===== config.mk =====
export PLATFORM = sky130hd
export DESIGN_NAME = led_pwm_io
export DESIGN_NICKNAME = d
export VERILOG_FILES = /design/src/rtl/led_pwm_io_pkg.sv /design/src/rtl/led_blink_timer.sv /design/src/rtl/led_pwm_io.sv
export SDC_FILE = /design/constraint.sdc
export NUM_CORES = 1
export LEC_CHECK = 0
export ABC_AREA = 1
export BUFFER_PORTS_ARGS = -buffer_cell sky130_fd_sc_hd__buf_2
export CORE_AREA = 5 5 131 133
export CTS_BUF_LIST = sky130_fd_sc_hd__clkbuf_8
export DETAILED_ROUTE_END_ITERATION = 7
export DIE_AREA = 0 0 136 138
export HOLD_SLACK_MARGIN = 0.03
export PLACE_DENSITY = 0.53
export SLEW_MARGIN = 20
export SYNTH_ARGS = -nofsm -noshare
export SYNTH_HDL_FRONTEND = slang
export SYNTH_SLANG_ARGS = --single-unit

===== constraint.sdc =====
create_clock -name clk -period 2.8 [get_ports clk]
set_clock_uncertainty 0.2 [all_clocks]
set_input_delay 0.14 -clock clk [delete_from_list [all_inputs] [get_ports clk]]
set_output_delay 0.14 -clock clk [all_outputs]
set_load 0.05 [all_outputs]

===== src/rtl/led_pwm_io_pkg.sv =====
// rtl/led_pwm_io_pkg.sv - shared register offsets and defaults for the LED PWM peripheral
package led_pwm_io_pkg;

    typedef enum logic [1:0] {
        LED_REG_EN   = 2'd0,
        LED_REG_BLK  = 2'd1,
        LED_REG_DUTY = 2'd2,
        LED_REG_HALF = 2'd3
    } led_reg_e;

    localparam logic [15:0] LED_BASE_ID = 16'h002A;

endpackage


===== src/rtl/led_blink_timer.sv =====
// rtl/led_blink_timer.sv - prescaled blink phase generator, half-period in ticks
module led_blink_timer #(
    parameter int TICK_DIV = 50000
) (
    input  logic        clk,
    input  logic        reset,
    input  logic        clear,
    input  logic [15:0] half,
    output logic        phase
);

    localparam int PSC_W = (TICK_DIV > 1) ? $clog2(TICK_DIV) : 1;

    logic [PSC_W-1:0] psc_q, psc_d;
    logic [15:0]      bcnt_q, bcnt_d;
    logic             phase_q, phase_d;
    logic             tick;

    always_comb begin
        tick    = (psc_q == PSC_W'(TICK_DIV - 1));
        psc_d   = tick ? '0 : psc_q + PSC_W'(1);
        bcnt_d  = bcnt_q;
        phase_d = phase_q;
        if (clear) begin
            psc_d   = '0;
            bcnt_d  = '0;
            phase_d = 1'b1;
        end else if (half == 16'd0) begin
            // A zero half-period parks the LEDs in the lit phase.
            bcnt_d  = '0;
            phase_d = 1'b1;
        end else if (tick) begin
            if (bcnt_q == half - 16'd1) begin
                bcnt_d  = '0;
                phase_d = ~phase_q;
            end else begin
                bcnt_d = bcnt_q + 16'd1;
            end
        end
    end

    always_ff @(posedge clk) begin
        if (reset) begin
            psc_q   <= '0;
            bcnt_q  <= '0;
            phase_q <= 1'b1;
        end else begin
            psc_q   <= psc_d;
            bcnt_q  <= bcnt_d;
            phase_q <= phase_d;
        end
    end

    assign phase = phase_q;

endmodule


===== src/rtl/led_pwm_io.sv =====
// rtl/led_pwm_io.sv - LED register file with global PWM brightness and per-LED blink
module led_pwm_io
    import led_pwm_io_pkg::*;
#(
    parameter int          NUM_LEDS = 8,
    parameter int          PWM_BITS = 4,
    parameter int          TICK_DIV = 50000,
    parameter logic [15:0] BASE_ID  = LED_BASE_ID
) (
    input  logic                clk,
    input  logic                reset,
    input  logic                write,
    input  logic                read,
    input  logic [15:0]         id,
    input  logic [15:0]         din,
    output logic [15:0]         dout,
    output logic [NUM_LEDS-1:0] ledsout
);

    logic [NUM_LEDS-1:0] en_q, en_d, blk_q, blk_d, leds_q, leds_d;
    logic [PWM_BITS-1:0] duty_q, duty_d, pcnt_q, pcnt_d;
    logic [15:0]         half_q, half_d, dout_q, dout_d, rd;
    logic [15:0]         rel;
    logic                hit, half_clear, pwm_on, phase;
    led_reg_e            sel;

    // Offset from the base: a hit needs the offset to fit in two bits.
    assign rel        = id - BASE_ID;
    assign hit        = (rel[15:2] == 14'd0);
    assign sel        = led_reg_e'(rel[1:0]);
    assign half_clear = write && hit && (sel == LED_REG_HALF);

    always_comb begin
        en_d   = en_q;
        blk_d  = blk_q;
        duty_d = duty_q;
        half_d = half_q;
        if (write && hit) begin
            case (sel)
                LED_REG_EN:   en_d   = din[NUM_LEDS-1:0];
                LED_REG_BLK:  blk_d  = din[NUM_LEDS-1:0];
                LED_REG_DUTY: duty_d = din[PWM_BITS-1:0];
                LED_REG_HALF: half_d = din;
                default:      ;
            endcase
        end
    end

    always_comb begin
        rd = '0;
        case (sel)
            LED_REG_EN:   rd[NUM_LEDS-1:0] = en_q;
            LED_REG_BLK:  rd[NUM_LEDS-1:0] = blk_q;
            LED_REG_DUTY: rd[PWM_BITS-1:0] = duty_q;
            LED_REG_HALF: rd               = half_q;
            default:      ;
        endcase
        dout_d = (read && hit) ? rd : 16'd0;
    end

    always_comb begin
        pcnt_d = pcnt_q + PWM_BITS'(1);
        pwm_on = (&duty_q) || (pcnt_q < duty_q);
        leds_d = en_q & {NUM_LEDS{pwm_on}} & (~blk_q | {NUM_LEDS{phase}});
    end

    always_ff @(posedge clk) begin
        if (reset) begin
            en_q   <= '0;
            blk_q  <= '0;
            duty_q <= '1;
            half_q <= '0;
            pcnt_q <= '0;
            dout_q <= '0;
            leds_q <= '0;
        end else begin
            en_q   <= en_d;
            blk_q  <= blk_d;
            duty_q <= duty_d;
            half_q <= half_d;
            pcnt_q <= pcnt_d;
            dout_q <= dout_d;
            leds_q <= leds_d;
        end
    end

    led_blink_timer #(
        .TICK_DIV(TICK_DIV)
    ) u_blink (
        .clk  (clk),
        .reset(reset),
        .clear(half_clear),
        .half (half_q_next_sel()),
        .phase(phase)
    );

    function automatic logic [15:0] half_q_next_sel();
        return half_q;
    endfunction

    assign dout    = dout_q;
    assign ledsout = leds_q;

endmodule


# [Yosys cells after proc, flatten, opt, wreduce, memory -nomap -nowiden]
# Cells that the tools add are included.
[totals] mem_bits_rw=0 latchBits=0 output_inout_bits=24 memories=0 word_cells=49 romBits=0 reg_bits=97 input_bits=36
[classes] n_addsub=5 shifts=0 magnitude_cmp=1 n_reduce_logical=17 n_eq_ne=5 n_bitwise=7 div=0 n_mux=3 mul=0
[ops] op="$add 16x1->16 const B" n=2
[ops] op="$and 8x8->8" n=2
[ops] op="$eq 16x16->1" n=1
[ops] op="$eq 16x16->1 const B" n=1
[ops] op="$logic_not 16->1" n=1
[ops] op="$mux 16" n=1
[ops] op="$pmux 4 s4" n=1
[ops] op="$sub 16x1->16 const B" n=1
[ops] op="$sub 16x6->16 const B" n=1
[ops] op="$logic_not 14->1" n=1
[ops] op="$pmux 4 s3" n=1
[ops] op="$reduce_and 2->1" n=5
[ops] op="$reduce_or 3->1" n=3
[ops] op="$not 8->8" n=1
[ops] op="$or 8x8->8" n=1
[ops] op="$add 4x1->4 const B" n=1
[ops] op="$eq 2x2->1 const B" n=2
[ops] op="$lt 4x4->1" n=1
[ops] op="$reduce_and 4->1" n=1
[ops] op="$logic_and 1x1->1" n=3
[ops] op="$not 1->1" n=3
[ops] op="$eq 2x1->1 const B" n=1
[ops] op="$logic_not 2->1" n=1
[ops] op="$reduce_or 2->1" n=1
[ops] op="$logic_or 1x1->1" n=1

# [Depth between registers and ports, before layout]
# Gate-level depths: netlist of run 1.
[logic_depth] depth_word=5 ltp_mapped=15

# [Hierarchy]
# A second synthesis of run 1 with hierarchy kept.
[hier_totals] hier_cells=806 area_unflattened_um2=5181.2
[by_module_without_submodules] mod="led_pwm_io" area_each_um2=2807.7 cells_per_inst=411 instances=1
[by_module_without_submodules] mod="led_blink_timer" area_each_um2=2373.5 cells_per_inst=395 instances=1

# [Worst setup path after synthesis of run 1]
# Ideal clock, no wire load.
[synth_timing] kind="reg-to-reg" startpoint="register half_q[0]" endpoint="register u_blink.bcnt_q[6]" synth_period_minus_slack_ns=2.019 t_arrival_ns=1.701 setup_slack_ns=0.781 required_ns=2.481 stages_incl_launch_ff=15 cell_sequence="dfxtp_1 > inv_1 > ha_1 > nand2_2 > nor2_4 > nand3_1 > nand2_1 > nand2_1 > nor2_1 > nand2_1 > nor2_2 > nand3_4 > nand2_4 > buf_12 > nor2_2"
[synth_via] elab_chain_len=3 word_cells_on_any_way=5 cone_classes="1 x add/sub; 1 x eq/ne; 1 x mux; 2 x reduce/logical"
[synth_rtl] element="from (decl)" line_no="led_pwm_io.sv:22" text="logic [15:0] half_q, half_d, dout_q, dout_d, rd;"
[synth_rtl] element="from (signal assigned)" line_no="led_pwm_io.sv:80" text="half_q <= half_d;"
[synth_rtl] element="$sub 16x1->16" line_no="led_blink_timer.sv:33" text="if (bcnt_q == half - 16'd1) begin"
[synth_rtl] element="$eq 16x16->1" line_no="led_blink_timer.sv:33"
[synth_rtl] element="$mux 16" line_no="led_blink_timer.sv:33"
[synth_rtl] element="to (signal assigned)" line_no="led_blink_timer.sv:49" text="bcnt_q <= bcnt_d;"
[synth_rtl] element="to (decl)" line_no="led_blink_timer.sv:15" text="logic [15:0] bcnt_q, bcnt_d;"
# Several ways; a longest one is shown, not always the timed one.
# A chain may end at the register's enable or synchronous reset.

# [Worst setup path after layout of run 1]
[layout_timing] startpoint="input port id[1]" endpoint="register half_q[3]"
[layout_via] elab_chain_len=4 word_cells_on_any_way=5 cone_classes="1 x add/sub; 1 x eq/ne; 3 x reduce/logical"
[layout_rtl] element="from (decl)" line_no="led_pwm_io.sv:14" text="input logic [15:0] id,"
[layout_rtl] element="$sub 16x6->16 *" line_no="led_pwm_io.sv:28" text="assign rel = id - BASE_ID;"
[layout_rtl] element="$logic_not 14->1" line_no="led_pwm_io.sv:29" text="assign hit = (rel[15:2] == 14'd0);"
[layout_rtl] element="$logic_and 1x1->1" line_no="led_pwm_io.sv:38" text="if (write && hit) begin"
[layout_rtl] element="$reduce_and 2->1 (no source line) *"
# Mark *: on every way between the ends. The rest lies on a longest branch, timed or not.

==> results.txt, run 1 <==
The worst IR drop on VDD is 305 uV. The final antenna diode count is 0. Across all layers, the routed design uses ~4,100 vias. In this run, the number of DRC markers left after iteration 0 of detailed routing was ~220. The maximum level of the CTS H-tree came out at 3.

During synthesis, Yosys emitted a total of 0 warnings. The number of antenna violations at the first check in global routing came out at 0. The max-capacitance violation count is 0. The via count of the first global-routing pass is about 4,000. By area the synthesized netlist is led by dfxtp_1 41%, nand2_1 8.6%, nor2_1 7.8%, inv_1 6.3%, xor2_1 4.3%. The post-synthesis share of cell area spent on and, or, nand and nor gates is 0.303. Clock-pin slew was measured on the worst setup and hold paths at 0.11 ns. Of the available clock period, the critical path in the final layout requires 0.956. The number of buffers inserted during clock tree synthesis came out at 9.

The number of buffer cells added on primary ports is 59. In this run, synthesis inferred 0 flip-flops with an integrated enable. In this run the worst setup path terminates at half_q[3]$_SDFFE_PP0P_. The actual slew at the worst max-slew pin came out at 0.723 ns. Clock latency on the worst-skew pair, taken at its later pin, is 0.39 ns. Among all flip-flop cells after synthesis, the most frequent one is dfxtp_1. The post-synthesis instance area came out at ~0.0047 mm2. The worst setup path is of the input port to flip-flop kind. The core utilization of the finished layout came out at 0.362. The worst setup path is launched from an input port. For this run, global-route usage on met2 was measured as 0.208. The net count after synthesis is around 670. The global placer's final weighted congestion came out at slightly below 0.8.

The proportion of register bits with asynchronous set or reset after synthesis is 0. In this run the vertical extent of the chip is roughly 140 um. The worst-case headroom to the max-slew limit is 0.513. The most critical setup path has its startpoint at id[1]. The endpoint identified for the worst register-to-register timing path is u_blink.bcnt_q[0]$_SDFFE_PP0P_. The remaining global-route overflow came out at 0. The analysis attributes to cell leakage a power of ~2.5 nW.

The first detailed-routing pass took 4 iterations. The run finished with clean final reports. The starting density of the core is 0.298. The worst hold path class is input port to flip-flop. The detailed placer's ending HPWL came out at just under 9 mm. The largest total area in the synthesized netlist belongs to dfxtp_1.

The synthesized design contains between 90 and 100 register bits. The global-route wire length before repair came out at slightly below 20 mm. Of the cells placed in the final design, the portion with a size suffix greater than 1 is 0.180. The floorplan core area is approximately 0.016 mm2.

Yosys mapped the design onto 40 distinct sky130hd cell types. The share of synthesized area in the top cell type comes to 0.415. The layout has 1,695 filler cells. The worst register-to-register path begins at half_q[0]$_SDFFE_PP0P_. The total clock sinks is slightly below 100. The fraction of the mapped netlist area in adder cells is 0.0214.

The largest buffer count on any clock path came out at 2. Dividing the detail-routed wire length by the instance count gives roughly 12 um. The final non-filler cell total is 931.

The share of synthesized area occupied by flip-flops and latches is 0.415. For this run, global-route usage on met3 was measured as 0.0301. The arrival time at the worst endpoint came out at between 2 and 3 ns. The fraction of the mapped netlist area in compound gates is 0.124. The total I/O pin count came out at 60. The fraction of synthesized cell area in xor and xnor cells came out at 0.0561. The worst reg-to-reg setup slack came out at around 0.58 ns. The number of cells on the worst reg-to-reg path is 11. The aggregate global-route resource usage came out at 0.127.

The max-slew violation count came to 0. Wires add up to between 10 and 15 mm. The total negative setup slack is 0 ns. The count of mapped cells out of synthesis is 623.

The minimum clock period came out at 2.68 ns. The synthesized area divided by synthesized cell count is approximately 7.5 um2. The full die area is ~0.019 mm2. The ratio of total power to cell area is 453 mW/mm2. Sorting the synthesized cells by how often they occur yields 107 x nand2_1, 97 x dfxtp_1, 97 x nor2_1. The required time of the critical path is approximately 3.0 ns. The number of remaining DRC errors is 0.

The residual antenna-violating net count after detailed routing is 0. The global-route met1 utilization came out at 0.163. The synthesis-to-layout area growth is 21.6%. In this run the worst path has a maximum fanout of 32.

The floorplan has 46 rows. For this run, the post-layout net count is between 700 and 800. The number of instances in the placed design is a little under 900.

The clock tree from TritonCTS is done. The setup violation total in the final timing report is 0. The timing-limited maximum frequency came out at roughly 370 MHz. In the routed layout, each cell is associated on average with a via count of ~4.4.

The combinational family with the most area after synthesis is simple AND/OR/NAND/NOR gates. The pin count of the biggest net entering global routing came out at 33. The most common cell in the synthesized netlist is nand2_1. The worst setup path is captured at a flip-flop. After global routing, the most crowded layer is met2. CTS placed an instance of clkbuf_8 at the clock tree root. The number of hold-slack violations in the final timing report came out at 0. The final worst-path setup slack is about 0.12 ns. The floorplan step set the die width to 136 um. The fraction of synthesized area in multiplexers is 0. The placement-stage worst setup slack is around 0.55 ns.
## placed cells by master, fill, tap and decap left out, drive strengths merged, types with 17 or more instances in the layout
master       synthesis  layout
o21ai               24      24
a211oi              17      17
dfxtp               97      97
a21oi               33      33
nand2              110     110
xor2                23      23
nor2               125     125
inv                 79      84
nand3               34      34
dlygate4sd3          0      23
buf                  4      66
## final cells by class
| class | count | area [um2] | area share |
|---|---|---|---|
| Multi-Input combinational cell | 432 | 2360 | 0.415 |
| Clock buffer | 9 | 124 | 0.0217 |
| Timing Repair Buffer | 89 | 586 | 0.103 |
| Tap cell | 216 | 270 | 0.0475 |
| Clock inverter | 7 | 106 | 0.0187 |
| Sequential cell | 97 | 1940 | 0.341 |
| Inverter | 81 | 304 | 0.0534 |
## cell families after synthesis
group / count (synthesis)
AOI/OAI and AO/OA: 96
xor gates and xnor gates: 30
and+or+nand+nor: 298
buffers and inverters: 94
adders and majority gates: 8
DFF: 97
## sequential cells by signal, summed over array words and instances (netlist names)
register / flops
blk_q: 8
dout: 16
duty_q: 4
en_q: 8
half_q: 16
ledsout: 8
pcnt_q: 4
u_blink.bcnt_q: 16
u_blink.phase: 1
u_blink.psc_q: 16
## worst min-delay path by stage
stage / startpoint / endpoint / slack (ns) / depth (start not counted)
after floorplan: reset / ledsout[5]$_SDFF_PP0_ / 0.02 / 1
after global placement: din[6] / en_q[6]$_SDFFE_PP0P_ / 0.23 / 3
after detailed placement: din[6] / en_q[6]$_SDFFE_PP0P_ / 0.24 / 3
after CTS: id[13] / en_q[3]$_SDFFE_PP0P_ / 0.18 / 7
after global routing: id[5] / en_q[3]$_SDFFE_PP0P_ / 0.21 / 6
final: id[12] / en_q[3]$_SDFFE_PP0P_ / 0.21 / 7
## worst max-delay path: stages
cell	delay, ns
dlygate4sd3_1	0.53
buf_2	0.17
inv_1	0.07
ha_1	0.20
inv_1	0.07
nand2_1	0.05
nand2_1	0.05
nand4_1	0.12
nor3_4	0.30
nand3_2	0.15
buf_8	0.20
a211oi_1	0.21
dlygate4sd3_1	0.57
## report_power, final
group / switching [W] / internal (W) / leakage (nW) / total, W
Combinational: 0.0000624 / 0.0000571 / 1.59 / 0.000120
Sequential: 0.00000587 / 0.00139 / 0.782 / 0.00139
Clock: 0.000549 / 0.000522 / 0.117 / 0.00107
Total: 0.000617 / 0.00197 / 2.49 / 0.00258
## through the flow
step	cell area, um2	hold slack [ns]	total power (W)
floorplan	4680	0.0187	0.00147
global route	5700	0.212	0.00269
finish	5700	0.210	0.00258
detailed placement	5210	0.236	0.00152
CTS	5670	0.181	0.00262
global placement	5210	0.226	0.00152
## layer usage
| layer | routed length [um] | vias to the layer above |
|---|---|---|
| met5 | 0 | - |
| met1 | 5460 | 1839 |
| met2 | 5200 | 61 |
| met3 | 549 | 13 |
| met4 | 186 | 0 |
| li1 | - | 2190 |
## repair_timing
action | CTS | global route
resized for setup | 0 | 2
hold buffers | 23 | 0
setup endpoints to repair | 0 | 1
buffers inserted | 0 | 2
hold endpoints to repair | 45 | 0
No activity file was read; power rests on OpenSTA's default activity.
==> run 2, diff against run 1 <==
--- a/config.mk
+++ b/config.mk
@@ -5,14 +5,14 @@
 export SDC_FILE = /design/constraint.sdc
 export NUM_CORES = 1
 export LEC_CHECK = 0
-export ABC_AREA = 1
+export ABC_AREA = 0
 export BUFFER_PORTS_ARGS = -buffer_cell sky130_fd_sc_hd__buf_2
-export CORE_AREA = 5 5 131 133
+export CORE_AREA = 5 5 130 132
 export CTS_BUF_LIST = sky130_fd_sc_hd__clkbuf_8
 export DETAILED_ROUTE_END_ITERATION = 7
-export DIE_AREA = 0 0 136 138
+export DIE_AREA = 0 0 135 137
 export HOLD_SLACK_MARGIN = 0.03
-export PLACE_DENSITY = 0.53
+export PLACE_DENSITY = 0.52
 export SLEW_MARGIN = 20
 export SYNTH_ARGS = -nofsm -noshare
 export SYNTH_HDL_FRONTEND = slang
==> run 2 against run 1 <==
Net effect:
- sequential share of layout area rose by 0.96 points
- core utilization fell by 0.74 points
- synthesized area decreased by 2.2%
- global-route usage is 0.98 points lower
- critical endpoint is now u_blink.bcnt_q[2]$_SDFFE_PP0P_
==> results.txt, run 2 <==
The worst-case reg-to-reg path depth is 10 (-1). The CTS clock-pin slew for the worst setup and hold paths came out at 0.09 ns (-0.02 ns). The library cell used most frequently in the layout, excluding fill and tap cells, is nor2_1. The required time of the critical path was 2.86 ns (-0.09 ns). The commonest cells after synthesis are 101 x nor2_1, 97 x dfxtp_1, 37 x mux2i_1. The total I/O pin count is 60 (unchanged). The largest stage delay on the critical path was 0.33 ns (-0.24 ns). The synthesized area divided by synthesized cell count was 9.09 um2 (+21%). Among all stages on the critical path, the largest delay is contributed by dfxtp_1. The starting density of the core came out at 0.294 (-0.00430). The run finished with clean final reports. The count of mapped cells out of synthesis came to 504 (-19%). The net count after synthesis came out at 548 (-18%). The number of remaining DRC errors is 0 (unchanged). The endpoint identified for the worst register-to-register timing path is u_blink.bcnt_q[2]$_SDFFE_PP0P_.

The predominant post-synthesis flop cell is dfxtp_1. The filler cell count in the final layout is 1,617 (-4.6%). Traced cell by cell, the critical path runs through inv_1 > ha_1 > buf_4 > o21ba_2 > a221oi_1 > o22ai_1 > a311oi_1 > o2111ai_1 > nand2_2 > nor2_1. The actual slew at the worst max-slew pin is 0.546 ns (-0.178 ns). The setup violation total in the final timing report is 0 (unchanged). The via density per instance is 4.59 (+4.2%). The die height came to 137 um (-0.72%). The proportion of register bits with asynchronous set or reset after synthesis came out at 0 (unchanged).

The maximum level of the CTS H-tree is 3 (unchanged). In this run the worst hold path is classified as input port to flip-flop. The worst reg-to-reg setup slack came out at 0.24 ns (-0.34 ns). The worst setup path is captured at a flip-flop.

The net count of the finished layout came out at 628 (-17%). The minimum clock period is 2.56 ns (-0.118 ns). The number of enable-type register cells in the synthesized netlist came to 0 (unchanged). The final worst-path cycle share is 0.914 (-0.0423). The clock network latency to the later pin of the worst-skew pair came out at 0.38 ns (about the same). The leakage dissipation is 2.25 nW (-9.8%). The largest buffer count on any clock path is 2 (unchanged).

The type of the worst setup path is flip-flop to flip-flop. The share of synthesized area occupied by flip-flops and latches is 0.424 (+0.00917). The floorplan core area came out at 0.0156 mm2 (-0.73%). The number of rows created at floorplan is 46 (unchanged). The top cell type's share of synthesized area came out at 0.424 (+0.00917). The number of buffers inserted during clock tree synthesis is 9 (unchanged).

The synthesis-to-layout area growth is 20.9%. The via count of the first global-routing pass came to 3,492 (-13%). The core utilization of the finished layout came to 0.355 (-0.00735).

The library cells used most frequently in the layout, excluding fill and tap cells, are 101 x nor2_1, 97 x dfxtp_1, 59 x buf_2, 37 x mux2i_1, 31 x xor2_1. The max-slew violation count is 0 (unchanged). The worst-case headroom to the max-slew limit is 0.636 (+0.124).

The post-detailed-route wirelength per cell is 13.3 um (+9.0%). Setup repair after global routing left no endpoint under its margin. The total negative setup slack is 0 ns (unchanged). The global-route wire length before repair came out at 17.2 mm (-11%). The post-synthesis instance area came out at 0.00458 mm2 (-2.2%). The residual antenna-violating net count after detailed routing was 0 (unchanged). The worst setup path is launched from a flip-flop. The number of library cell types mapped by synthesis is 61 (+53%).

The synthesis warning total was 0 (unchanged). The aggregate global-route resource usage came out at 0.117 (-0.00976). The total clock sinks came out at 97 (unchanged). The number of buffer cells added on primary ports came out at 59 (unchanged). The global placer's final weighted congestion came out at 0.814 (+2.9%). The arrival time at the worst endpoint is 2.62 ns (-0.20 ns).

The root buffer cell chosen for the clock tree is clkbuf_8. In this run the critical register-to-register path is launched from half_q[0]$_SDFFE_PP0P_. The ratio of total power to cell area is 459 mW/mm2 (+1.2%). The overall die width came out at 135 um (-0.74%).

The number of antenna violations at the first check in global routing came out at 0 (unchanged). The pin count of the biggest net entering global routing is 28 (-15%). The proportion of layout cells with a drive suffix above 1 came out at 0.183 (+0.00294). The detailed placer's ending HPWL is 8.06 mm (-7.2%). The routed wire length is 10.7 mm (-5.7%). The worst IR drop on VDD is 202 uV (-34%). The number of hold-slack violations in the final timing report is 0 (unchanged). The remaining global-route overflow was 0 (unchanged).

The total number of vias came out at 3,698 (-9.9%). TritonCTS built the clock tree. The max-capacitance violation count came out at 0 (unchanged).

By area the synthesized netlist is led by dfxtp_1 42%, nor2_1 8.3%, mux2i_1 8.1%, xor2_1 5.9%, xnor2_1 3.8%. The biggest area consumer among synthesized cells is dfxtp_1. The most numerous cell in the Yosys netlist is nor2_1.

The maximum fanout along the worst path was 16 (-50%). In this run the worst setup path terminates at u_blink.bcnt_q[2]$_SDFFE_PP0P_. The number of synthesized register bits came out at 97 (unchanged).

The timing-limited maximum frequency came out at 391 MHz (+4.6%). The violation count after the first detailed-routing iteration came to 186 (-13%). The full die area is 0.0185 mm2 (-1.5%). The final antenna diode count was 0 (unchanged). The most critical setup path has its startpoint at half_q[0]$_SDFFE_PP0P_.

The length of the first detailed-routing pass in iterations was 4 (unchanged).
## run 2: worst max-delay path: cells and delay by family, from the launching register on
family | cells | cell delay, ns
compound gates | 5 | 1.04
fa+ha+maj | 1 | 0.21
buf+inv | 2 | 0.21
flops | 1 | 0.33
simple gates | 2 | 0.43
## run 2: layer usage
| metal | track usage | vias up | share of wire |
|---|---|---|---|
| met5 | 0 | - | 0 |
| met1 | 0.151 | 1738 | 0.47 |
| met3 | 0.0360 | 8 | 0.054 |
| met2 | 0.189 | 78 | 0.46 |
| li1 | - | 1874 | - |
| met4 | 0.0342 | 0 | 0.0096 |
## run 2: per-stage QoR
stage,instance area (um2),hold slack [ns],std cells,total power (W),setup slack (ns)
final,5540,0.105,805,0.00254,0.241
after global routing,5540,0.0980,805,0.00265,0.0337
after CTS,5530,0.0763,805,0.00259,0.0178
after detailed placement,5130,0.186,772,0.00152,0.0442
after global placement,5130,0.181,772,0.00152,0.113
after floorplan,4580,0.0872,504,0.00148,0.242
## run 2: area by class of cell
type,instances,area (um2),area share
multi-input combinational,359,2410,0.436
sequential,97,1940,0.351
timing repair buffer,93,593,0.107
tap,216,270,0.0488
clock buffer,11,151,0.0273
inverter,24,90.1,0.0163
clock inverter,5,78.8,0.0142
## run 2: worst min-delay path by stage
stage,startpoint,slack (ns),end,depth (start not counted)
5_1_grt,read,0.1,dout[2]$_SDFF_PP0_,4
2_1_floorplan,din[0],0.09,half_q[0]$_SDFFE_PP0P_,2
3_5_place_dp,din[12],0.19,half_q[12]$_SDFFE_PP0P_,3
4_1_cts,write,0.08,duty_q[0]$_SDFFE_PP1P_,3
3_3_place_gp,din[15],0.18,half_q[15]$_SDFFE_PP0P_,3
6_report,read,0.11,dout[1]$_SDFF_PP0_,4
## run 2: kinds of logic (layout without fill, tap and decap cells)
kind of cell | Yosys count | after routing | share of synthesized area
AND/OR/NAND/NOR | 215 | 215 | 0.238
flip-flops | 97 | 97 | 0.424
XOR/XNOR | 51 | 51 | 0.0975
buffers and inverters | 48 | 133 | 0.0505
AO/OA/AOI/OAI | 44 | 44 | 0.0675
multiplexers | 41 | 41 | 0.101
adder cells (fa/ha/maj) | 8 | 8 | 0.0218
## run 2: where the power goes
group	leakage (nW)	internal (W)	switching [W]	total, W
logic	1.35	0.0000603	0.0000583	0.000119
registers	0.782	0.00139	0.00000541	0.00139
clock network	0.113	0.000548	0.000482	0.00103
total	2.25	0.00199	0.000546	0.00254
## run 2: repair_timing
item / 4_1_cts / 5_1_grt
hold buffers: 17 / 0
setup endpoints to repair: 0 / 17
resized for setup: 0 / 1
setup buffers: 0 / 0
endpoints found under the hold margin: 40 / 0
